`src/rtl/bridge_arbiter_pkg.sv`:
```
// Shared definitions for the device-bus arbiter.
//   - Device window geometry: base address, stride between windows, window size,
//     and the offset where the read-only word starts.
//   - Arbiter FSM state type.
package bridge_arbiter_pkg;

    localparam logic [31:0] DEV_BASE_DEF = 32'h0000_7F00;
    localparam logic [31:0] WIN_STRIDE   = 32'h0000_0010;
    localparam logic [31:0] WIN_SIZE     = 32'h0000_000C;
    localparam logic [31:0] RO_OFF       = 32'h0000_0008;

    typedef enum logic [1:0] {
        ST_IDLE = 2'd0,
        ST_PEND = 2'd1,
        ST_RESP = 2'd2
    } state_t;

endpackage

```
`src/rtl/bridge_arbiter_if.sv`:
```
// Bus bundle around the arbiter: CPU bridge port, secondary master request and
// response channel, device-side bus, and the starve flag.
//   slave  : arbiter view (takes CPU/m2 requests and device read data, drives
//            device bus, responses and starve)
//   master : requester/device-model view (the mirror image)
interface bridge_arbiter_if #(
    parameter int NDEV = 2
);
    logic [31:0]        cpu_addr;
    logic [31:0]        cpu_wd;
    logic               cpu_we;
    logic               cpu_re;
    logic [31:0]        cpu_rd;

    logic               m2_valid;
    logic               m2_ready;
    logic [31:0]        m2_addr;
    logic [31:0]        m2_wd;
    logic               m2_we;
    logic               m2_rvalid;
    logic [31:0]        m2_rdata;
    logic               m2_err;

    logic [31:0]        dev_addr;
    logic [31:0]        dev_wd;
    logic [NDEV-1:0]    dev_we;
    logic [NDEV*32-1:0] dev_rd;

    logic               starve;

    modport slave (
        input  cpu_addr, cpu_wd, cpu_we, cpu_re,
        output cpu_rd,
        input  m2_valid, m2_addr, m2_wd, m2_we,
        output m2_ready, m2_rvalid, m2_rdata, m2_err,
        output dev_addr, dev_wd, dev_we,
        input  dev_rd,
        output starve
    );

    modport master (
        output cpu_addr, cpu_wd, cpu_we, cpu_re,
        input  cpu_rd,
        output m2_valid, m2_addr, m2_wd, m2_we,
        input  m2_ready, m2_rvalid, m2_rdata, m2_err,
        input  dev_addr, dev_wd, dev_we,
        output dev_rd,
        input  starve
    );
endinterface

```
`src/rtl/bridge_arbiter_decode.sv`:
```
// Address decoder for the device windows.
//   i_addr       : byte address to decode
//   o_hit        : one-hot window hit (window i = [base_i, base_i + WIN_SIZE - 1])
//   o_ro_off     : address falls in the read-only word of its window
//   o_misaligned : address is not word aligned
module bridge_arbiter_decode
    import bridge_arbiter_pkg::*;
#(
    parameter int          NDEV     = 2,
    parameter logic [31:0] DEV_BASE = DEV_BASE_DEF
) (
    input  logic [31:0]     i_addr,
    output logic [NDEV-1:0] o_hit,
    output logic            o_ro_off,
    output logic            o_misaligned
);

    logic [31:0] w_off;

    always_comb begin
        o_hit    = '0;
        o_ro_off = 1'b0;
        w_off    = '0;
        for (int i = 0; i < NDEV; i++) begin
            // Unsigned subtraction: addresses below the base wrap high and miss.
            w_off = i_addr - (DEV_BASE + 32'(i) * WIN_STRIDE);
            if (w_off < WIN_SIZE) begin
                o_hit[i] = 1'b1;
                if (w_off >= RO_OFF) begin
                    o_ro_off = 1'b1;
                end
            end
        end
        o_misaligned = |i_addr[1:0];
    end

endmodule

```
`src/rtl/bridge_arbiter.sv`:
```
// Device-bus arbiter between the CPU bridge port and a secondary master.
// The CPU has absolute priority and passes through combinationally; the
// secondary master gets one buffered request that issues on the first cycle
// the CPU is not touching a device window.
//   i_clk : system clock
//   i_rst : asynchronous active-high reset
//   bus   : bridge_arbiter_if.slave (CPU port, m2 request/response, device bus, starve)
module bridge_arbiter
    import bridge_arbiter_pkg::*;
#(
    parameter int          NDEV         = 2,
    parameter logic [31:0] DEV_BASE     = DEV_BASE_DEF,
    parameter int          STARVE_LIMIT = 16
) (
    input  logic               i_clk,
    input  logic               i_rst,
    bridge_arbiter_if.slave    bus
);

    localparam int            CW    = $clog2(STARVE_LIMIT) + 1;
    localparam logic [CW-1:0] LIMIT = CW'(STARVE_LIMIT);

    logic [NDEV-1:0] w_cpu_hit;
    logic            w_cpu_ro;
    logic            w_cpu_misal_unused;
    logic [NDEV-1:0] w_m2_hit;
    logic            w_m2_ro;
    logic            w_m2_misal;
    logic            w_cpu_active;
    logic            w_m2_bad;
    logic [31:0]     w_cpu_rd;
    logic [31:0]     w_hold_rd;
    logic [31:0]     w_dev_addr;
    logic [31:0]     w_dev_wd;
    logic [NDEV-1:0] w_dev_we;

    state_t          r_state;
    logic            r_ready;
    logic            r_rvalid;
    logic            r_err;
    logic [31:0]     r_rdata;
    logic [31:0]     r_hold_addr;
    logic [31:0]     r_hold_wd;
    logic            r_hold_we;
    logic [NDEV-1:0] r_hold_hit;
    logic [CW-1:0]   r_cnt;
    logic            r_starve;

    bridge_arbiter_decode #(.NDEV(NDEV), .DEV_BASE(DEV_BASE)) u_cpu_dec (
        .i_addr       (bus.cpu_addr),
        .o_hit        (w_cpu_hit),
        .o_ro_off     (w_cpu_ro),
        .o_misaligned (w_cpu_misal_unused)
    );

    bridge_arbiter_decode #(.NDEV(NDEV), .DEV_BASE(DEV_BASE)) u_m2_dec (
        .i_addr       (bus.m2_addr),
        .o_hit        (w_m2_hit),
        .o_ro_off     (w_m2_ro),
        .o_misaligned (w_m2_misal)
    );

    // Only CPU accesses that land in a device window contend for the bus.
    assign w_cpu_active = (bus.cpu_we | bus.cpu_re) & (|w_cpu_hit);
    assign w_m2_bad     = w_m2_misal | ~(|w_m2_hit) | (bus.m2_we & w_m2_ro);

    always_comb begin
        w_cpu_rd  = '0;
        w_hold_rd = '0;
        for (int i = 0; i < NDEV; i++) begin
            if (w_cpu_hit[i]) begin
                w_cpu_rd = bus.dev_rd[32*i +: 32];
            end
            if (r_hold_hit[i]) begin
                w_hold_rd = bus.dev_rd[32*i +: 32];
            end
        end
    end

    always_comb begin
        w_dev_addr = '0;
        w_dev_wd   = '0;
        w_dev_we   = '0;
        if (w_cpu_active) begin
            w_dev_addr = bus.cpu_addr;
            w_dev_wd   = bus.cpu_wd;
            w_dev_we   = (bus.cpu_we && !w_cpu_ro) ? w_cpu_hit : '0;
        end else if (r_state == ST_PEND) begin
            w_dev_addr = r_hold_addr;
            w_dev_wd   = r_hold_wd;
            w_dev_we   = r_hold_we ? r_hold_hit : '0;
        end
    end

    always_ff @(posedge i_clk or posedge i_rst) begin
        if (i_rst) begin
            r_state     <= ST_IDLE;
            r_ready     <= 1'b1;
            r_rvalid    <= 1'b0;
            r_err       <= 1'b0;
            r_rdata     <= '0;
            r_hold_addr <= '0;
            r_hold_wd   <= '0;
            r_hold_we   <= 1'b0;
            r_hold_hit  <= '0;
            r_cnt       <= '0;
            r_starve    <= 1'b0;
        end else begin
            case (r_state)
                ST_IDLE: begin
                    if (bus.m2_valid && r_ready) begin
                        r_ready <= 1'b0;
                        if (w_m2_bad) begin
                            r_rvalid <= 1'b1;
                            r_err    <= 1'b1;
                            r_state  <= ST_RESP;
                        end else begin
                            r_hold_addr <= bus.m2_addr;
                            r_hold_wd   <= bus.m2_wd;
                            r_hold_we   <= bus.m2_we;
                            r_hold_hit  <= w_m2_hit;
                            r_state     <= ST_PEND;
                        end
                    end
                end
                ST_PEND: begin
                    if (w_cpu_active) begin
                        if (r_cnt != LIMIT) begin
                            r_cnt    <= r_cnt + CW'(1);
                            r_starve <= ((r_cnt + CW'(1)) == LIMIT);
                        end
                    end else begin
                        if (!r_hold_we) begin
                            r_rdata <= w_hold_rd;
                        end
                        r_cnt    <= '0;
                        r_starve <= 1'b0;
                        r_rvalid <= 1'b1;
                        r_err    <= 1'b0;
                        r_state  <= ST_RESP;
                    end
                end
                ST_RESP: begin
                    r_rvalid <= 1'b0;
                    r_err    <= 1'b0;
                    r_ready  <= 1'b1;
                    r_state  <= ST_IDLE;
                end
                default: begin
                    r_rvalid <= 1'b0;
                    r_err    <= 1'b0;
                    r_ready  <= 1'b1;
                    r_state  <= ST_IDLE;
                end
            endcase
        end
    end

    assign bus.cpu_rd    = w_cpu_rd;
    assign bus.dev_addr  = w_dev_addr;
    assign bus.dev_wd    = w_dev_wd;
    assign bus.dev_we    = w_dev_we;
    assign bus.m2_ready  = r_ready;
    assign bus.m2_rvalid = r_rvalid;
    assign bus.m2_rdata  = r_rdata;
    assign bus.m2_err    = r_err;
    assign bus.starve    = r_starve;

endmodule

```
`src/flat_wrapper.sv`:
```
// flat-port wrapper written by rule: the top's interface ports become plain ports
module bridge_arbiter_flat import bridge_arbiter_pkg::*;
#(
    parameter int          NDEV         = 2,
    parameter logic [31:0] DEV_BASE     = DEV_BASE_DEF,
    parameter int          STARVE_LIMIT = 16
)
  (i_clk, i_rst, bus_cpu_addr, bus_cpu_wd, bus_cpu_we, bus_cpu_re, bus_cpu_rd, bus_m2_valid, bus_m2_addr, bus_m2_wd, bus_m2_we, bus_m2_ready, bus_m2_rvalid, bus_m2_rdata, bus_m2_err, bus_dev_addr, bus_dev_wd, bus_dev_we, bus_dev_rd, bus_starve);
  bridge_arbiter_if #(.NDEV(NDEV)) bus_i ();
  input  logic i_clk;
  input  logic i_rst;
  input wire logic [$bits(bus_i.cpu_addr)-1:0] bus_cpu_addr;
  input wire logic [$bits(bus_i.cpu_wd)-1:0] bus_cpu_wd;
  input wire logic [$bits(bus_i.cpu_we)-1:0] bus_cpu_we;
  input wire logic [$bits(bus_i.cpu_re)-1:0] bus_cpu_re;
  output wire logic [$bits(bus_i.cpu_rd)-1:0] bus_cpu_rd;
  input wire logic [$bits(bus_i.m2_valid)-1:0] bus_m2_valid;
  input wire logic [$bits(bus_i.m2_addr)-1:0] bus_m2_addr;
  input wire logic [$bits(bus_i.m2_wd)-1:0] bus_m2_wd;
  input wire logic [$bits(bus_i.m2_we)-1:0] bus_m2_we;
  output wire logic [$bits(bus_i.m2_ready)-1:0] bus_m2_ready;
  output wire logic [$bits(bus_i.m2_rvalid)-1:0] bus_m2_rvalid;
  output wire logic [$bits(bus_i.m2_rdata)-1:0] bus_m2_rdata;
  output wire logic [$bits(bus_i.m2_err)-1:0] bus_m2_err;
  output wire logic [$bits(bus_i.dev_addr)-1:0] bus_dev_addr;
  output wire logic [$bits(bus_i.dev_wd)-1:0] bus_dev_wd;
  output wire logic [$bits(bus_i.dev_we)-1:0] bus_dev_we;
  input wire logic [$bits(bus_i.dev_rd)-1:0] bus_dev_rd;
  output wire logic [$bits(bus_i.starve)-1:0] bus_starve;
  assign bus_i.cpu_addr = bus_cpu_addr;
  assign bus_i.cpu_wd = bus_cpu_wd;
  assign bus_i.cpu_we = bus_cpu_we;
  assign bus_i.cpu_re = bus_cpu_re;
  assign bus_cpu_rd = bus_i.cpu_rd;
  assign bus_i.m2_valid = bus_m2_valid;
  assign bus_i.m2_addr = bus_m2_addr;
  assign bus_i.m2_wd = bus_m2_wd;
  assign bus_i.m2_we = bus_m2_we;
  assign bus_m2_ready = bus_i.m2_ready;
  assign bus_m2_rvalid = bus_i.m2_rvalid;
  assign bus_m2_rdata = bus_i.m2_rdata;
  assign bus_m2_err = bus_i.m2_err;
  assign bus_dev_addr = bus_i.dev_addr;
  assign bus_dev_wd = bus_i.dev_wd;
  assign bus_dev_we = bus_i.dev_we;
  assign bus_i.dev_rd = bus_dev_rd;
  assign bus_starve = bus_i.starve;
  bridge_arbiter #(.NDEV(NDEV), .DEV_BASE(DEV_BASE), .STARVE_LIMIT(STARVE_LIMIT)) u_core (.i_clk(i_clk), .i_rst(i_rst), .bus(bus_i));
endmodule
```
`config.mk`:
```
export PLATFORM = sky130hd
export DESIGN_NAME = bridge_arbiter_flat
export DESIGN_NICKNAME = d
export VERILOG_FILES = /design/src/rtl/bridge_arbiter_pkg.sv /design/src/rtl/bridge_arbiter_if.sv /design/src/rtl/bridge_arbiter_decode.sv /design/src/rtl/bridge_arbiter.sv /design/src/flat_wrapper.sv
export SDC_FILE = /design/constraint.sdc
export NUM_CORES = 1
export LEC_CHECK = 0
export ABC_AREA = 1
export CORE_MARGIN = 2
export CORE_UTILIZATION = 41
export DETAILED_ROUTE_END_ITERATION = 8
export PLACE_DENSITY_LB_ADDON = 0.12
export SLEW_MARGIN = 20
export SYNTH_ARGS = -nofsm -noshare
export SYNTH_HDL_FRONTEND = slang
export SYNTH_SLANG_ARGS = --single-unit
```
`constraint.sdc`:
```
create_clock -name i_clk -period 3.9 [get_ports i_clk]
set_input_delay 0.78 -clock i_clk [delete_from_list [all_inputs] [get_ports i_clk]]
set_output_delay 0.78 -clock i_clk [all_outputs]
set_load 0.005 [all_outputs]
```
Yosys cells after proc, flatten, opt, wreduce, memory -nomap -nowiden
Index checks and enable logic that the tools add are counted.
W data, S select, Z words.

operators by class
  add/subtract/negate cells = 5
  magnitude comparators = 8
  equal/unequal tests = 7
  muxes and demuxes = 40
  bitwise gates (word level) = 10
  reduce and logical (&&, ||, !) cells = 13

operators with widths
  cell                      count
  $mux W32                  8
  $ge A32 B4 Y1 const B     4
  $lt A32 B4 Y1 const B     4
  $sub A32 B15 Y32 const B  4
  $mux W1                   19
  $mux W2                   7
  $mux W5                   2
  $reduce_and A3 Y1         3
  $pmux W1 S2               3
  $reduce_and A2 Y1         3
  $reduce_or A2 Y1          3
  $add A5 B1 Y5 const B     1
  $eq A5 B5 Y1 const B      1
  $ne A5 B5 Y1 const B      1
  $not A1 Y1                5
  $ne A2 B1 Y1 const B      2
  $ne A2 B2 Y1 const B      2
  $pmux W2 S2               1
  $or A1 B1 Y1              3
  $and A1 B1 Y1             2
  $eq A2 B1 Y1 const B      1
  $logic_and A1 B1 Y1       2
  $logic_not A2 Y1          1
  $logic_not A1 Y1          1

storage, ports and cells
  bits in registers = 110
  input bits = 198
  logic and storage cells = 94

Logic depth before layout (Yosys ltp)
  word-level depth = 11
  depth in mapped cells = 21
  depth with buffers taken out = 20

Cells and area by module
From an unflattened synthesis, not the netlist that was laid out.

unflattened totals
  cell total of the unflattened synthesis = 1502
  area, all modules = 8951.1 µm²

modules (own cells, without submodules)
  module                 instances  cells each  area each (µm²)  sequential area each (µm²)
  bridge_arbiter         1          890         6063.3           2753.9
  bridge_arbiter_decode  2          306         1443.9           0.0

Least setup slack after synthesis
Ideal clock, no wire load.

  path kind = input -> output
  start point = input bus_cpu_addr[5]
  end point = output bus_dev_addr[2]
  arrival = 2.585 ns
  required time = 3.120 ns
  path slack = 0.535 ns
  cell stages on the path = 15
  buffers on the path = 2
  cell sequence = inv_1 -> ha_1 -> nand2_2 -> nand3_2 -> nand3_1 -> xor2_1 -> nor2_1 -> nand2_1 -> nor2_1 -> nand3_1 -> nand2_1 -> nand2_1 -> buf_2 -> buf_2 -> o21ai_0

on the way
  cells in the longest elaborated chain, start to end = 6

ends and longest elaborated chain
  element               line                         RTL
  from (decl)           flat_wrapper.sv:12           input wire logic [$bits(bus_i.cpu_addr)-1:0] bus_cpu_addr;
  $sub A32 B15 Y32      bridge_arbiter_decode.sv:26  w_off = i_addr - (DEV_BASE + 32'(i) * WIN_STRIDE);
  $lt A32 B4 Y1         bridge_arbiter_decode.sv:27  if (w_off < WIN_SIZE) begin
  $mux W1               bridge_arbiter_decode.sv:27
  $reduce_or A2 Y1 (*)  bridge_arbiter.sv:64         assign w_cpu_active = (bus.cpu_we | bus.cpu_re) & (|w_cpu_hit);
  $and A1 B1 Y1 (*)     bridge_arbiter.sv:64
  $mux W32 (*)          bridge_arbiter.sv:84         if (w_cpu_active) begin
  to (decl)             flat_wrapper.sv:25           output wire logic [$bits(bus_i.dev_addr)-1:0] bus_dev_addr;

Mark *: on every way between the ends. The rest lies on a longest branch, timed or not.

Worst setup path in the final report
  start point = input bus_cpu_addr[15]
  end point = output bus_dev_addr[2]

Same word-level chain as after synthesis.

==> run_results.csv <==
group,metric,value,unit
route,routed_via_density,5.26,
route,totalWireLength,36.4,mm
worst_setup_path,endpoint_kind,"output pin",
yosys,synth.area.top_cells,"dfrtp_1, nand2_1, nand3_1",
global_route,grt_pass1_vias,10500,
global_route,grt_usage,0.309,
yosys,syn_nets,1515,
yosys,synthCells,1307,
timing,relSlewSlack,0.300,
run,drv_cap,0,
yosys,ys_ff_latch,110,
cts,cts_max_path_buffers,2,
yosys,ys_warn_count,0,
route,wire_per_inst,17.4,microns
finish,drive_gt1_frac,0.310,
min_path,worstHoldStart,"u_core.r_hold_addr[8]$_DFFE_PP0P_",
global_route,grt_max_degree,58,
yosys,avgSynthCellArea,6.50,sq um
finish,fin_cells,2093,
worst_setup_path,reg2reg_slack,1810,ps
timing,holdWs,448,ps
timing,period_share,1.02,
route,vias,11000,
timing,max_freq,252,MHz
floorplan,coreArea,0.0203,sq mm
status,violations,"negative setup slack",
finish,fillerInstances,1615,
floorplan,die_area,0.0219,sq mm
finish,finish.net_count,2024,
timing,rsz0062_at_grt,"true",
cts,htreeDepth,3,
yosys,synth_largest_area_cell,"dfrtp_1",
timing,slew_viol_final,0,
yosys,synthTopCellsByCount,"nand2_1, nand3_1, inv_1",
placed_design,io_buffers,331,
floorplan,rows,52,
placed_design,dp_hpwl,24.6,mm
route,drc,0,
pwr,irDropWorstVdd,0.000213,V
status,status,"finished with violations",
finish,post-route-util,0.729,
yosys,netlist.area_leader.share,0.321,
finish,syn2layout_area_growth,74.2,%
worst_setup_path,critPathLaunchType,"primary input",
yosys,syn_area,0.00850,sq mm
worst_setup_path,path_class,"in2out",
global_route,antenna_found_initial,3,
floorplan,io_pins,332,
global_route,grt_pass1_wl,54.2,mm
timing,hold_viol_final,0,
timing,fin_skew,10.9,ps
min_path,min_path_type,"reg2reg",
cts,clk-insertion-delay-late,360,ps
timing,layout_setup_ws,-66.9,ps
worst_setup_path,crit_start,"bus_cpu_addr[15]",
yosys,synthArstFlopShare,1.00,
pwr,leakage,7.38,nW
floorplan,dieWidth,148,microns
yosys,yosys.cell_count.top_type,"nand2_1",
route,detail-route-antenna-nets,0,
cts,cts_sinks,110,
yosys,synthFlopType,"dfrtp_1",
yosys,ys_types,47,
cts,cts_tree,"done",
pwr,p_per_area,195,mW/mm^2
timing,final.min_clock_period,3970,ps
cts,clk_pin_slew_worst_paths,70,ps
worst_setup_path,cp.required,3120,ps
timing,worst_slew_pin_slew,1050,ps
global_route,overflow,0,
timing,setup_tns,-496,ps
worst_setup_path,crit_fanout,5,
route,dr.pass1.iters,8,
cts,root_buffer,"clkbuf_16",
yosys,synth_edf_count,0,
timing,finalSetupViolCount,15,
route,drt_iter0_drc,668,
cts,numCtsBuffers,9,
worst_setup_path,arrival,3190,ps
floorplan,chipHeight,148,microns
yosys,yosysSeqAreaShare,0.324,
floorplan,initial_core_util,0.419,
placed_design,place_inst,1970,
placed_design,gp_congestion,0.941,
placed_design,pre_cts_slack,-933,ps
worst_setup_path,worstReg2RegStart,"u_core.r_state[1]$_DFFE_PP0P_",
## layer usage
metal  wire, microns  part of all wire  track usage
met1           13700              0.38        0.351
met5              17           0.00047            0
met3            3100             0.085       0.0861
met2           17900              0.49        0.541
met4            1730             0.047        0.137
## worst max-delay path, cell delays in order
cell and delay (ps):
buf_8 100, nor2_4 140, nand2_4 70, buf_6 120
buf_6 110, nor2_4 100, nand2_2 70, nand2_2 80
nand3_2 80, inv_1 70, nand4_1 80, nor2_2 140
buf_4 140, nand4_1 170, nand2_4 160, nand2_8 100
buf_6 160, buf_16 130, buf_8 120, nand3_4 60
o21ai_4 60, buf_2 130
## sequential cells by signal, summed over array words and instances, names as in the netlist
name and cells:
u_core.r_hold_we 1, u_core.r_hold_addr 32, u_core.bus.starve 1, u_core.bus.m2_err 1, u_core.r_state 2, u_core.r_cnt 5
u_core.bus.m2_ready 1, u_core.r_hold_wd 32, u_core.bus.m2_rdata 32, u_core.r_hold_hit 2, u_core.bus.m2_rvalid 1
## placed cells by master, fill, tap and decap left out, types with 9 or more instances in the layout
cell type | Yosys | routed
nand4_1 | 63 | 63
inv_1 | 116 | 101
buf_8 | 0 | 10
xor2_1 | 23 | 21
dfrtp_1 | 109 | 109
nand2_2 | 21 | 48
a22oi_1 | 32 | 32
clkbuf_2 | 0 | 43
o21ai_1 | 38 | 65
ha_1 | 10 | 9
buf_2 | 18 | 49
nor2_4 | 5 | 23
nand3_2 | 4 | 26
inv_2 | 21 | 33
buf_6 | 7 | 39
nor2_1 | 105 | 76
nor2_2 | 13 | 24
buf_4 | 10 | 163
o21ai_0 | 63 | 25
nand2_1 | 425 | 385
nand2_4 | 1 | 12
clkdlybuf4s50_1 | 0 | 206
buf_12 | 0 | 21
clkbuf_16 | 0 | 14
nand3_4 | 1 | 13
nand3_1 | 155 | 121
## metrics by stage
| step | total power [mW] | instance area (sq um) |
|---|---|---|
| after global routing | 3.02 | 14800 |
| after floorplan | 1.47 | 8500 |
| after detailed placement | 1.90 | 12900 |
| final | 2.88 | 14800 |
| after global placement | 1.90 | 12900 |
| after CTS | 2.84 | 14200 |
## what timing repair did
item / in CTS / in global routing
setup endpoints to repair: 98 / 98
pin swaps: 56 / 64
cloned: 9 / 5
gates resized for setup: 383 / 347
buffers inserted: 55 / 44
hold buffers: 0 / 0
## final timing paths
path                                                        to  depth (start not counted)
setup / recovery                               bus_dev_addr[2]                         22
hold / removal               u_core.r_hold_addr[8]$_DFFE_PP0P_                          2
setup reg to reg                   u_core.r_cnt[0]$_DFFE_PP0P_                          8
hold reg to reg              u_core.r_hold_addr[8]$_DFFE_PP0P_                          2
max in group asynchronous   u_core.bus.m2_rdata[0]$_DFFE_PP0P_                          3
min in group asynchronous  u_core.bus.m2_rdata[11]$_DFFE_PP0P_                          2
## kinds of logic (layout without fill, tap and decap cells)
group	after synthesis	after routing	share of synthesized area
buf+inv	201	715	0.102
simple gates	817	817	0.437
flops	110	110	0.324
fa+ha+maj	10	10	0.0147
xor+xnor	26	26	0.0268
compound gates	143	143	0.0957
other cells	0	2	0
## final cells by class
cell class | instances | area, sq um | share of cell area
tap | 270 | 338 | 0.0228
clock inverter | 7 | 62.6 | 0.00423
clock buffer | 9 | 225 | 0.0152
antenna | 2 | 5.00 | 0.000338
timing repair buffer | 560 | 5240 | 0.354
sequential | 110 | 2750 | 0.186
inverter | 139 | 539 | 0.0364
multi-input combinational | 996 | 5640 | 0.381
## report_power, final
| part | switching [mW] | internal [mW] | leakage [nW] |
|---|---|---|---|
| registers | 0.0187 | 1.17 | 1.49 |
| clock network | 0.458 | 0.449 | 0.144 |
| logic | 0.429 | 0.362 | 5.75 |
Note: power is estimated with default switching activity, not from simulation.
